--- config.mk ---
export PLATFORM = sky130hd
export DESIGN_NAME = fdiv_iter
export DESIGN_NICKNAME = d
export VERILOG_FILES = /design/src/rtl/fdiv_iter.sv
export SDC_FILE = /design/constraint.sdc
export NUM_CORES = 1
export LEC_CHECK = 0
export BUFFER_PORTS_ARGS = -buffer_cell sky130_fd_sc_hd__buf_2
export CAP_MARGIN = 20
export CELL_PAD_IN_SITES_DETAIL_PLACEMENT = 1
export CELL_PAD_IN_SITES_GLOBAL_PLACEMENT = 1
export CORE_ASPECT_RATIO = 1.4
export CORE_MARGIN = 3
export CORE_UTILIZATION = 50
export CTS_CLUSTER_SIZE = 8
export DETAILED_ROUTE_END_ITERATION = 10
export PLACE_DENSITY_LB_ADDON = 0.1
export SETUP_SLACK_MARGIN = 0.4
export SKIP_LAST_GASP = 1
export SLEW_MARGIN = 20
export SYNTH_ARGS = -nofsm -noshare
export SYNTH_HDL_FRONTEND = slang
export SYNTH_SLANG_ARGS = --single-unit
--- constraint.sdc ---
create_clock -name clk -period 11.54 [get_ports clk]
set_input_delay 0.577 -clock clk [delete_from_list [all_inputs] [get_ports clk]]
set_output_delay 0.577 -clock clk [all_outputs]
set_load 0.005 [all_outputs]
--- src/rtl/fdiv_iter.sv ---
// Multi-cycle binary32 divider: restoring division, BITS_PER_CYCLE quotient bits per cycle, exact RNE.
// Define FDIV_IEEE_SPECIAL_EN for NaN/Inf results; otherwise overflow and x/0 saturate to max finite.
module fdiv_iter #(
    parameter int BITS_PER_CYCLE = 1,
    parameter int TAG_W          = 5
) (
    input  logic             clk,
    input  logic             rstn,
    input  logic             in_valid,
    output logic             in_ready,
    input  logic [31:0]      x1,
    input  logic [31:0]      x2,
    input  logic [TAG_W-1:0] in_tag,
    output logic             out_valid,
    input  logic             out_ready,
    output logic [31:0]      y,
    output logic [TAG_W-1:0] out_tag,
    output logic             dz
);
    localparam int N  = (27 + BITS_PER_CYCLE - 1) / BITS_PER_CYCLE;
    localparam int QW = N * BITS_PER_CYCLE;
    localparam int CW = $clog2(N + 1);

`ifdef FDIV_IEEE_SPECIAL_EN
    localparam logic [30:0] BIG_MAG = 31'h7F800000;
`else
    localparam logic [30:0] BIG_MAG = 31'h7F7FFFFF;
`endif

    typedef enum logic [1:0] {IDLE, CALC, ROUND, DONE} state_t;
    typedef enum logic [1:0] {SP_NONE, SP_ZERO, SP_BIG, SP_NAN} spec_t;

    state_t state, state_nx;
    logic [CW-1:0] cnt;

    logic                sgn;
    logic [7:0]          e1, e2;
    logic [23:0]         m1, m2;
    logic [TAG_W-1:0]    tag_r;
    spec_t               spec, spec_in;
    logic                spec_dz, dz_in;
    logic [24:0]         rem, rem_nx;
    logic [QW-1:0]       q, q_nx;
    logic signed [9:0]   ediff;

    logic                zero1, zero2;
`ifdef FDIV_IEEE_SPECIAL_EN
    logic                inf1, inf2, nan1, nan2;
`endif

    function automatic logic [24:0] rne(input logic [23:0] sig, input logic guard,
                                        input logic sticky);
        return {1'b0, sig} + 25'(guard & (sticky | sig[0]));
    endfunction

    // ---- FSM ----
    always_ff @(posedge clk) begin
        if (!rstn) state <= IDLE;
        else       state <= state_nx;
    end

    always_comb begin
        state_nx = state;
        case (state)
            IDLE:    if (in_valid) state_nx = CALC;
            CALC:    if (cnt == CW'(N)) state_nx = ROUND;
            ROUND:   state_nx = DONE;
            DONE:    if (out_ready) state_nx = IDLE;
            default: state_nx = IDLE;
        endcase
    end

    always_comb begin
        in_ready  = (state == IDLE);
        out_valid = (state == DONE);
    end

    always_ff @(posedge clk) begin
        if (!rstn)                cnt <= '0;
        else if (state == CALC)   cnt <= cnt + 1'b1;
        else                      cnt <= '0;
    end

    // ---- operand classification and capture ----
    assign zero1 = (x1[30:23] == 8'd0);
    assign zero2 = (x2[30:23] == 8'd0);
`ifdef FDIV_IEEE_SPECIAL_EN
    assign inf1 = (x1[30:23] == 8'hFF) && (x1[22:0] == 23'd0);
    assign inf2 = (x2[30:23] == 8'hFF) && (x2[22:0] == 23'd0);
    assign nan1 = (x1[30:23] == 8'hFF) && (x1[22:0] != 23'd0);
    assign nan2 = (x2[30:23] == 8'hFF) && (x2[22:0] != 23'd0);
`endif

    always_comb begin
        spec_in = SP_NONE;
        dz_in   = 1'b0;
`ifdef FDIV_IEEE_SPECIAL_EN
        if (nan1 || nan2 || (zero1 && zero2) || (inf1 && inf2)) begin
            spec_in = SP_NAN;
        end else if (inf1) begin
            spec_in = SP_BIG;
        end else if (inf2 || zero1) begin
            spec_in = SP_ZERO;
        end else if (zero2) begin
            spec_in = SP_BIG;
            dz_in   = 1'b1;
        end
`else
        if (zero1) begin
            spec_in = SP_ZERO;
        end else if (zero2) begin
            spec_in = SP_BIG;
            dz_in   = 1'b1;
        end
`endif
    end

    always_ff @(posedge clk) begin
        if (state == IDLE && in_valid) begin
            sgn     <= x1[31] ^ x2[31];
            e1      <= x1[30:23];
            e2      <= x2[30:23];
            m1      <= {1'b1, x1[22:0]};
            m2      <= {1'b1, x2[22:0]};
            tag_r   <= in_tag;
            spec    <= spec_in;
            spec_dz <= dz_in;
        end
    end

    // ---- CALC: first cycle seeds remainder and exponent difference, then N retire cycles ----
    always_comb begin
        logic [24:0]               r;
        logic [BITS_PER_CYCLE-1:0] qb;
        r  = rem;
        qb = '0;
        for (int i = BITS_PER_CYCLE - 1; i >= 0; i--) begin
            if (r >= {1'b0, m2}) begin
                qb[i] = 1'b1;
                r     = r - {1'b0, m2};
            end
            r = r << 1;
        end
        rem_nx = r;
        q_nx   = {q[QW-BITS_PER_CYCLE-1:0], qb};
    end

    always_ff @(posedge clk) begin
        if (state == CALC) begin
            if (cnt == '0) begin
                rem   <= {1'b0, m1};
                q     <= '0;
                ediff <= $signed({2'b00, e1}) - $signed({2'b00, e2});
            end else begin
                rem <= rem_nx;
                q   <= q_nx;
            end
        end
    end

    // ---- ROUND: normalise, round to nearest even, range-check ----
    logic [QW-1:0]     qn;
    logic              sticky;
    logic signed [9:0] e_pre, e_post;
    logic [24:0]       sig_r;
    logic [22:0]       frac;
    logic [31:0]       y_nx;
    logic              dz_nx;

    always_comb begin
        qn     = q[QW-1] ? q : (q << 1);
        sticky = (|qn[QW-26:0]) | (|rem);
        e_pre  = q[QW-1] ? (ediff + 10'sd127) : (ediff + 10'sd126);
        sig_r  = rne(qn[QW-1:QW-24], qn[QW-25], sticky);
        e_post = sig_r[24] ? (e_pre + 10'sd1) : e_pre;
        frac   = sig_r[24] ? sig_r[23:1] : sig_r[22:0];
        dz_nx  = spec_dz;
        case (spec)
            SP_ZERO: y_nx = {sgn, 31'd0};
            SP_BIG:  y_nx = {sgn, BIG_MAG};
            SP_NAN:  y_nx = 32'h7FC00000;
            default: begin
                if (e_post >= 10'sd255)    y_nx = {sgn, BIG_MAG};
                else if (e_post <= 10'sd0) y_nx = {sgn, 31'd0};
                else                       y_nx = {sgn, e_post[7:0], frac};
            end
        endcase
    end

    always_ff @(posedge clk) begin
        if (!rstn) begin
            y       <= '0;
            out_tag <= '0;
            dz      <= 1'b0;
        end else if (state == ROUND) begin
            y       <= y_nx;
            out_tag <= tag_r;
            dz      <= dz_nx;
        end
    end
endmodule

==> flow_summary_export.csv, run 1 <==
group,metric,value,unit
synthesis,synth_top_family_by_area,"simple AND/OR/NAND/NOR gates",
synthesis,synth_area_leader_cell,"edfxtp_1",
synthesis,yosysWarnings,0,
floorplanning,die-width,125,um
finish,num-nets-final,1165,
route,ant_nets,0,
synthesis,yosys_register_bits,176,
synthesis,synth_area_per_cell,10.4,um2
timing,hold_viol,0,
critical_path,path_class,"flip-flop to flip-flop",
synthesis,synth-seq-area-share,0.488,
synthesis,ys.flop_type,"edfxtp_1",
run_status,run_status,"finished, final reports clean",
global_route,grt_pass1_wl,39500,um
synthesis,synthArstFlopShare,0,
finish,syn2layout_area_growth,13.3,%
synthesis,yosysUniqueCellTypes,82,
clocking,cts.sinks,176,
route,routed_wl,24000,um
route,vias,7572,
critical_path,critPathMaxFanout,39,
floorplanning,row_count,60,
power_and_ir_drop,power.leakage,4.50,nW
placement,dpl.hpwl,17600,um
synthesis,synth.area.top_cells,"edfxtp_1 40%, dfxtp_1 9.1%, ha_1 5.3%",
power_and_ir_drop,power_density,267,nW/um2
finish,final_core_utilization,0.579,
route,viasPerCell,5.78,
global_route,track_usage,0.226,
timing,setup_tns,0,ps
synthesis,synth_commonest_cells,"131 x edfxtp_1, 102 x nand2_1, 66 x nor2_1",
clocking,cts_made_buffers,17,
global_route,first_global_vias,8015,
floorplanning,die-area,21500,um2
critical_path,crit_required,11910,ps
clocking,clkLatencyLatePin,430,ps
critical_path,endpoint_kind,"flip-flop",
min_path,hold_class,"primary input to flip-flop",
timing,layout_min_cycle_time,4420,ps
synthesis,yosysMostFrequentCell,"edfxtp_1",
power_and_ir_drop,peakVddDrop,115,uV
timing,rsz0062_at_grt,"false",
floorplanning,die_h,172,um
clocking,post-cts-setup-buffers,0,
synthesis,syn-cell-area,9900,um2
timing,fmax,226,MHz
global_route,grt_max_degree,71,
route,first_iter_violations,364,
route,drc,0,
synthesis,postSynthNetCount,1066,
clocking,cts_tree,"yes",
finish,antenna_cells,0,
clocking,cts-htree-levels,4,
floorplanning,start_util,0.511,
global_route,overflow,0,
synthesis,synth-edff-count,131,
floorplanning,fp.coreArea,19400,um2
synthesis,synth_top_area_share,0.397,
synthesis,synth_compound_area_frac,0.148,
timing,worstMarginPinSlew,914,ps
critical_path,arrival,4790,ps
placement,dp_slack,7160,ps
clocking,max-clock-path-buffers,2,
finish,drive_gt1_frac,0.169,
synthesis,yosys.area_share.simple,0.182,
clocking,cts.reportedPaths.clkPinSlew,70,ps
placement,gp_congestion,0.873,
timing,whs,313,ps
timing,slew_headroom,0.391,
route,wl_per_cell,18.3,um
timing,maxSlewViolCount,0,
critical_path,startpoint_type,"flip-flop",
timing,finalSetupViolCount,0,
clocking,cts_root_buf,"clkbuf_16",
synthesis,synth_fa_ha_area_frac,0.0571,
timing,fin_crit_sh,0.383,
clocking,holdBufCountCts,0,
timing,finalClockSkew,11.5,ps
global_route,antenna_found_initial,0,
synthesis,yosys.area_share.xor_xnor,0.0609,
timing,setup_ws,7120,ps
route,dr.pass1.iters,4,
finish,fin_cells,1309,
synthesis,syn_inst,949,
floorplanning,ios,113,
placement,dp_cells,1277,
synthesis,synth_mux_area_frac,0.0249,
run,drv_cap,0,
placement,place.port_buffers,112,
clocking,cts.repair.resized,0,
-- logic make-up (layout without fill, tap and decap cells) --
family / after synthesis / count (layout)
simple gates: 345 / 345
compound gates: 201 / 201
flops: 176 / 176
buf+inv: 91 / 203
xor+xnor: 68 / 68
fa+ha+maj: 44 / 44
mux: 24 / 24
-- routing by layer --
metal / wire length, um / GRT usage / share of wire / up-vias
met2: 13000 / 0.436 / 0.54 / 125
li1: - / - / - / 3680
met5: 0 / 0 / 0 / -
met1: 9770 / 0.251 / 0.41 / 3725
met3: 621 / 0.0371 / 0.026 / 42
met4: 542 / 0.0825 / 0.023 / 0
-- path summary, 6_finish.rpt --
path | startpoint | endpoint | slack [ps] | cells past startpoint
min reg2reg | y[31] | y[31] | 480 | 2
max reg2reg | q[26] | y[13] | 7120 | 9
max | q[26] | y[13] | 7120 | 9
min | x2[5] | m2[5] | 310 | 1
-- flip-flops by register name, summed over array words and instances (netlist names) --
register and count:
y 32, q 27, rem 25, m1 23
m2 23, ediff 9, e1 8, e2 8
cnt 5, out_tag 5, tag_r 5, spec 2
state 2, dz 1, sgn 1
-- cells in the final DEF, fill, tap and decap left out, types with 11 or more instances in the layout --
cell         n
ha_1        41
nor2_1      66
nand3_1     27
mux2i_1     19
a221o_1     22
a31oi_1     20
nor4_1      11
nor3_1      13
xor2_1      26
clkbuf_16   17
o21ai_0     29
and2_1      35
a21oi_1     44
inv_1       53
edfxtp_1   131
nand2_1    102
xnor2_1     41
buf_2      112
nand2b_1    14
nand4_1     11
nor2b_1     13
a21o_1      12
dfxtp_1     45
-- worst max-delay path, stage by stage, from the launching register on --
cell and delay, ps:
edfxtp_1 920, buf_4 530, mux2i_1 220, nor3_1 400, and4_1 630, nor3_1 100
o211a_2 280, a211oi_4 580, and2_1 460, a221o_1 210
-- layout make-up --
cell class              instances  area (um2)
clock buffers                  20         437
well taps                     248         310
repair buffers                118         606
multi-input cells             682        4690
fillers                      2154        8150
flip-flops and latches        176        4830
clock inverters                12         134
inverters                      53         199
-- power by group --
part | internal (mW) | total [mW] | switching [mW]
Clock | 0.321 | 0.569 | 0.248
Sequential | 0.946 | 1.11 | 0.162
Combinational | 0.519 | 1.32 | 0.797
-- through the flow --
step / power [mW] / area [um2]
after floorplan: 2.06 / 9900
after global placement: 2.38 / 10600
after detailed placement: 2.42 / 10600
after CTS: 3.01 / 11200
after global routing: 3.23 / 11200
final: 2.99 / 11200
Note: power is estimated with default switching activity, not from simulation.
==> run 2, diff against run 1 <==
Settings changed: CORE_UTILIZATION 50 to 42.
Clock period 11.54 ns to 3.6 ns, I/O delays scaled along.
==> run 2 against run 1 <==
Net effect: sequential share of layout area fell by 4.8 points; combinational power grew to 3.7 times the previous value; power rose to 3.4 times the previous value; maximum frequency rose by 34%; worst hold slack got worse by 270 ps; count of clock-buffer cells in the layout grew 4; first-iteration DRC count is 9.3% higher; via count grew 5.4%; critical path type unchanged.
==> flow_summary_export.csv, run 2 (synthesis results as in run 1) <==
group,metric,value,unit
finish,multi_input_area,4940,um2
clocking,max-clock-path-buffers,2,
global_route,grt_max_degree,69,
power_and_ir_drop,power.leakage,5.14,nW
route,drc,0,
run_status,run_status,"finished, final reports clean",
global_route,first_global_vias,8340,
critical_path,crit_path_frequent_cell,"and4_4",
timing,fin_crit_sh,0.917,
run,drv_cap,0,
finish,regMostFlops,"y",
timing,setup_tns,0,ps
clocking,cts-htree-levels,4,
route,ant_nets,0,
timing,finalClockSkew,9.92,ps
global_route,overflow,0,
finish,drive_gt1_frac,0.220,
timing,rsz0062_at_grt,"true",
finish,syn2layout_area_growth,27.6,%
critical_path,critPathMaxStageDelay,510,ps
finish,layout_commonest_cell,"edfxtp_1",
critical_path,cp_top_family,"simple AND/OR/NAND/NOR gates",
critical_path,crit_required,3980,ps
route,viasPerCell,5.39,
critical_path,critPathMaxFanout,6,
timing,worstMarginPinSlew,731,ps
timing,setup_ws,299,ps
finish,reg_top3,"y x32, q x27, rem x25",
power_and_ir_drop,p_total,10.2,mW
floorplanning,fp.coreArea,22900,um2
global_route,grt_pass1_wl,42900,um
min_path,hold_class,"primary input to flip-flop",
floorplanning,die_h,188,um
floorplanning,row_count,65,
floorplanning,die-width,136,um
floorplanning,die-area,25500,um2
route,vias,7978,
clocking,cts.reportedPaths.clkPinSlew,70,ps
power_and_ir_drop,peakVddDrop,396,uV
clocking,clkLatencyLatePin,440,ps
critical_path,cp_num_buf_inv,2,
clocking,cts.sinks,176,
critical_path,startpoint_type,"flip-flop",
floorplanning,start_util,0.433,
timing,slew_headroom,0.512,
placement,gp_congestion,0.861,
placement,place.port_buffers,112,
finish,seqCellArea,4830,um2
power_and_ir_drop,power_density,805,nW/um2
finish,final_cell_mix,"131 x edfxtp_1, 112 x buf_2, 101 x nand2_1, 67 x dlygate4sd3_1, 66 x nor2_1",
route,wl_per_cell,18.2,um
route,dr.pass1.iters,4,
critical_path,endpoint_kind,"flip-flop",
timing,maxSlewViolCount,0,
global_route,track_usage,0.213,
timing,hold_viol,0,
critical_path,crit_slowest_cell,"edfxtp_1",
critical_path,path_cells,"nand2b_4 > a21boi_2 > ha_2 > and2_4 > and4_4 > buf_6 > and4_4 > or4b_1 > o211ai_1 > nand3_1 > o221ai_4 > buf_12 > and3_4 > a221o_1",
finish,fillers,2532,
placement,dpl.hpwl,18400,um
finish,num-nets-final,1280,
timing,whs,47.1,ps
timing,fmax,303,MHz
route,first_iter_violations,398,
finish,largest_reg_flops,32,
critical_path,arrival,3680,ps
clocking,cts_root_buf,"clkbuf_16",
global_route,antenna_found_initial,2,
floorplanning,ios,113,
route,routed_wl,27000,um
placement,dp_slack,38.3,ps
critical_path,path_class,"flip-flop to flip-flop",
clocking,cts_tree,"yes",
clocking,cts_made_buffers,17,
timing,finalSetupViolCount,0,
timing,layout_min_cycle_time,3300,ps
[run 2: cell count changes in the layout (fill, tap and decap cells not counted), sizes merged]
cell         change
and3             +3
dlygate4sd3     +67
bufbuf           +1
diode            +2
inv              +1
clkbuf           +4
bufinv           -2
clkinvlp         -3
buf             +44
[run 2: path summary, 6_finish.rpt]
check        cells after the start    end  slack [ps]   start
max                             14  y[15]         300   q[26]
min                              2    sgn          50  x1[31]
max reg2reg                     14  y[15]         300   q[26]
min reg2reg                      2  y[31]         470   y[31]
[run 2: layer usage]
layer,share of wire,up-vias,global-route usage
met3,0.023,34,0.0392
met1,0.39,3906,0.234
met5,0,-,0
li1,-,3918,-
met2,0.56,120,0.403
met4,0.020,0,0.0756
[run 2: stage by stage]
step / utilization / instance area [um2] / std cells
floorplan: - / 9970 / 949
detailed placement: 0.478 / 10900 / 1352
global placement: 0.478 / 10900 / 1352
finish: 0.553 / 12600 / 1479
CTS: 0.546 / 12500 / 1471
global route: 0.553 / 12600 / 1479
[run 2: where the power goes]
group / switching, mW / internal, mW
Clock: 0.786 / 0.994
Sequential: 0.497 / 3.03
Combinational: 2.78 / 2.08
Total: 4.07 / 6.11
[run 2: what timing repair did]
item | CTS | global route
buffers inserted | 16 | 5
endpoints found under the setup margin | 26 | 45
gates resized for setup | 28 | 19
gates cloned | 4 | 1
pin swaps | 8 | 6
endpoints found under the hold margin | 67 | 0
hold buffers | 67 | 0
[run 2: area by class of cell]
type | count | area share
flip-flops and latches | 176 | 0.383
inverters | 53 | 0.0158
clock buffers | 24 | 0.0404
diodes | 2 | 0.000396
clock inverters | 8 | 0.00396
repair buffers | 230 | 0.136
well taps | 301 | 0.0298
multi-input cells | 685 | 0.391
==> run 3, diff against run 2 <==
==> constraint.sdc (replaced) <==
create_clock -name clk -period 3.6 [get_ports clk]
set_input_delay 0.36 -clock clk [delete_from_list [all_inputs] [get_ports clk]]
set_output_delay 0.36 -clock clk [all_outputs]
set_load 0.005 [all_outputs]
==> run 3 against run 2 <==
Net effect: cell count is 4.7% lower; count of clock-buffer cells in the layout unchanged; routed wire length decreased by 5.7%; via count decreased by 4.0%; die area unchanged; clock skew shrank 2.2 ps; combinational power is 2% lower; first-iteration DRC count fell by 9.5%; critical path type unchanged; largest cell class unchanged; largest power group unchanged; highest routed layer unchanged.
==> flow_summary_export.csv, run 3 (synthesis results as in run 1) <==
group,metric,value,unit
route,wl_per_cell,18.0,um
clocking,cts_made_buffers,17,
floorplanning,die_h,188,um
finish,drive_gt1_frac,0.234,
route,wl_met3,625,um
clocking,clkLatencyLatePin,440,ps
critical_path,reg2reg_to,"y[2]",
finish,layout_commonest_cell,"edfxtp_1",
finish,final_cell_mix,"131 x edfxtp_1, 112 x buf_2, 101 x nand2_1, 66 x nor2_1, 53 x inv_1",
timing,rsz0062_at_grt,"true",
power_and_ir_drop,power.leakage,4.86,nW
finish,reg_top3,"y x32, q x27, rem x25",
min_path,hold_class,"primary input to flip-flop",
min_path,min_path_cells,1,
finish,num-nets-final,1213,
critical_path,critPathMaxFanout,5,
critical_path,arrival,3690,ps
route,dr.max_layer_used,"met4",
route,vias,7657,
placement,dp_slack,38.3,ps
route,first_iter_violations,360,
timing,fmax,302,MHz
timing,finalSetupViolCount,0,
floorplanning,start_util,0.433,
timing,setup_tns,0,ps
finish,largest_reg_flops,32,
placement,dpl.hpwl,18400,um
global_route,antenna_found_initial,0,
critical_path,r2r_cells,14,
critical_path,startpoint_type,"flip-flop",
clocking,max-clock-path-buffers,2,
timing,worstMarginPinSlew,738,ps
global_route,overflow,0,
global_route,grt_pass1_wl,40600,um
clocking,holdBufCountCts,0,
timing,fin_crit_sh,0.919,
finish,final_core_utilization,0.523,
timing,hold_viol,0,
placement,place.port_buffers,112,
timing,finalClockSkew,7.76,ps
critical_path,crit_required,3980,ps
floorplanning,fp.coreArea,22900,um2
clocking,cts-htree-levels,4,
run_status,run_status,"finished, final reports clean",
finish,fin_cells,1410,
clocking,cts.reportedPaths.clkPinSlew,70,ps
route,viasPerCell,5.43,
route,dr.pass1.iters,7,
power_and_ir_drop,peakVddDrop,393,uV
floorplanning,die-area,25500,um2
global_route,first_global_vias,7963,
timing,slew_headroom,0.508,
floorplanning,die-width,136,um
timing,maxSlewViolCount,0,
timing,whs,89.6,ps
timing,layout_min_cycle_time,3310,ps
finish,syn2layout_area_growth,20.8,%
clocking,cts_tree,"yes",
route,drc,0,
timing,setup_ws,293,ps
route,wl_met1,10100,um
finish,antenna_cells,0,
min_path,worstHoldStart,"x1[22]",
floorplanning,ios,113,
min_path,hold_end,"m1[22]",
critical_path,path_class,"flip-flop to flip-flop",
critical_path,endpoint_kind,"flip-flop",
route,dr_wl_met2,14200,um
placement,gp_congestion,0.861,
global_route,grt_max_degree,69,
route,ant_nets,0,
finish,regMostFlops,"y",
route,routed_wl,25400,um
placement,dp_cells,1352,
clocking,cts.sinks,176,
run,drv_cap,0,
clocking,cts_root_buf,"clkbuf_16",
power_and_ir_drop,power_density,844,nW/um2
critical_path,r2r_start,"q[26]",
global_route,track_usage,0.201,
floorplanning,row_count,65,
critical_path,r2r_slack,290,ps
-- run 3: how the worst max path moves through the flow --
stage	startpoint	end	slack, ps	cells after the start
4_1_cts	q[26]	y[20]	350	14
5_1_grt	q[26]	y[14]	130	15
3_5_place_dp	q[26]	y[11]	40	12
2_1_floorplan	q[26]	y[11]	-50	20
3_3_place_gp	q[26]	y[19]	110	13
6_report	q[26]	y[2]	290	14
-- run 3: cell type report --
class	instances	area [um2]
fill	2551	10900
multi-input combinational	685	4940
sequential	176	4830
timing repair buffer	163	1040
clock buffer	24	510
tap	301	377
inverter	53	199
clock inverter	8	50.0
-- run 3: critical path, stage by stage (launching register included) --
cell and delay [ps]:
edfxtp_1 510, nand2b_4 200, a21boi_2 130, ha_2 190
and2_4 140, and4_4 230, buf_6 110, and4_4 210
or4b_1 450, o211ai_1 170, nand3_1 180, o221ai_4 240
buf_12 140, and3_4 230, a221o_1 110
-- run 3: metrics by stage --
stage | cell area, um2 | total power, mW
6_report | 12000 | 10.1
4_1_cts | 11800 | 10.0
2_1_floorplan | 9970 | 6.63
3_3_place_gp | 10900 | 7.87
5_1_grt | 12000 | 10.8
3_5_place_dp | 10900 | 7.97
-- run 3: repair_timing --
action                     4_1_cts  5_1_grt
gates cloned                     4        1
setup endpoints to repair       26       45
setup buffers                   16        5
pin swaps                        8        6
gates resized for setup         28       19
-- run 3: per-layer routing --
| metal | vias up | global-route usage |
|---|---|---|
| met5 | - | 0 |
| met4 | 0 | 0.0667 |
| li1 | 3781 | - |
| met3 | 29 | 0.0349 |
| met1 | 3740 | 0.224 |
| met2 | 107 | 0.379 |
-- run 3: report_power, final --
part / switching, mW / total, mW / leakage [nW] / internal (mW)
sequential: 0.490 / 3.52 / 1.61 / 3.03
combinational: 2.76 / 4.79 / 2.96 / 2.04
clock: 0.782 / 1.78 / 0.285 / 0.994
total: 4.03 / 10.1 / 4.86 / 6.06
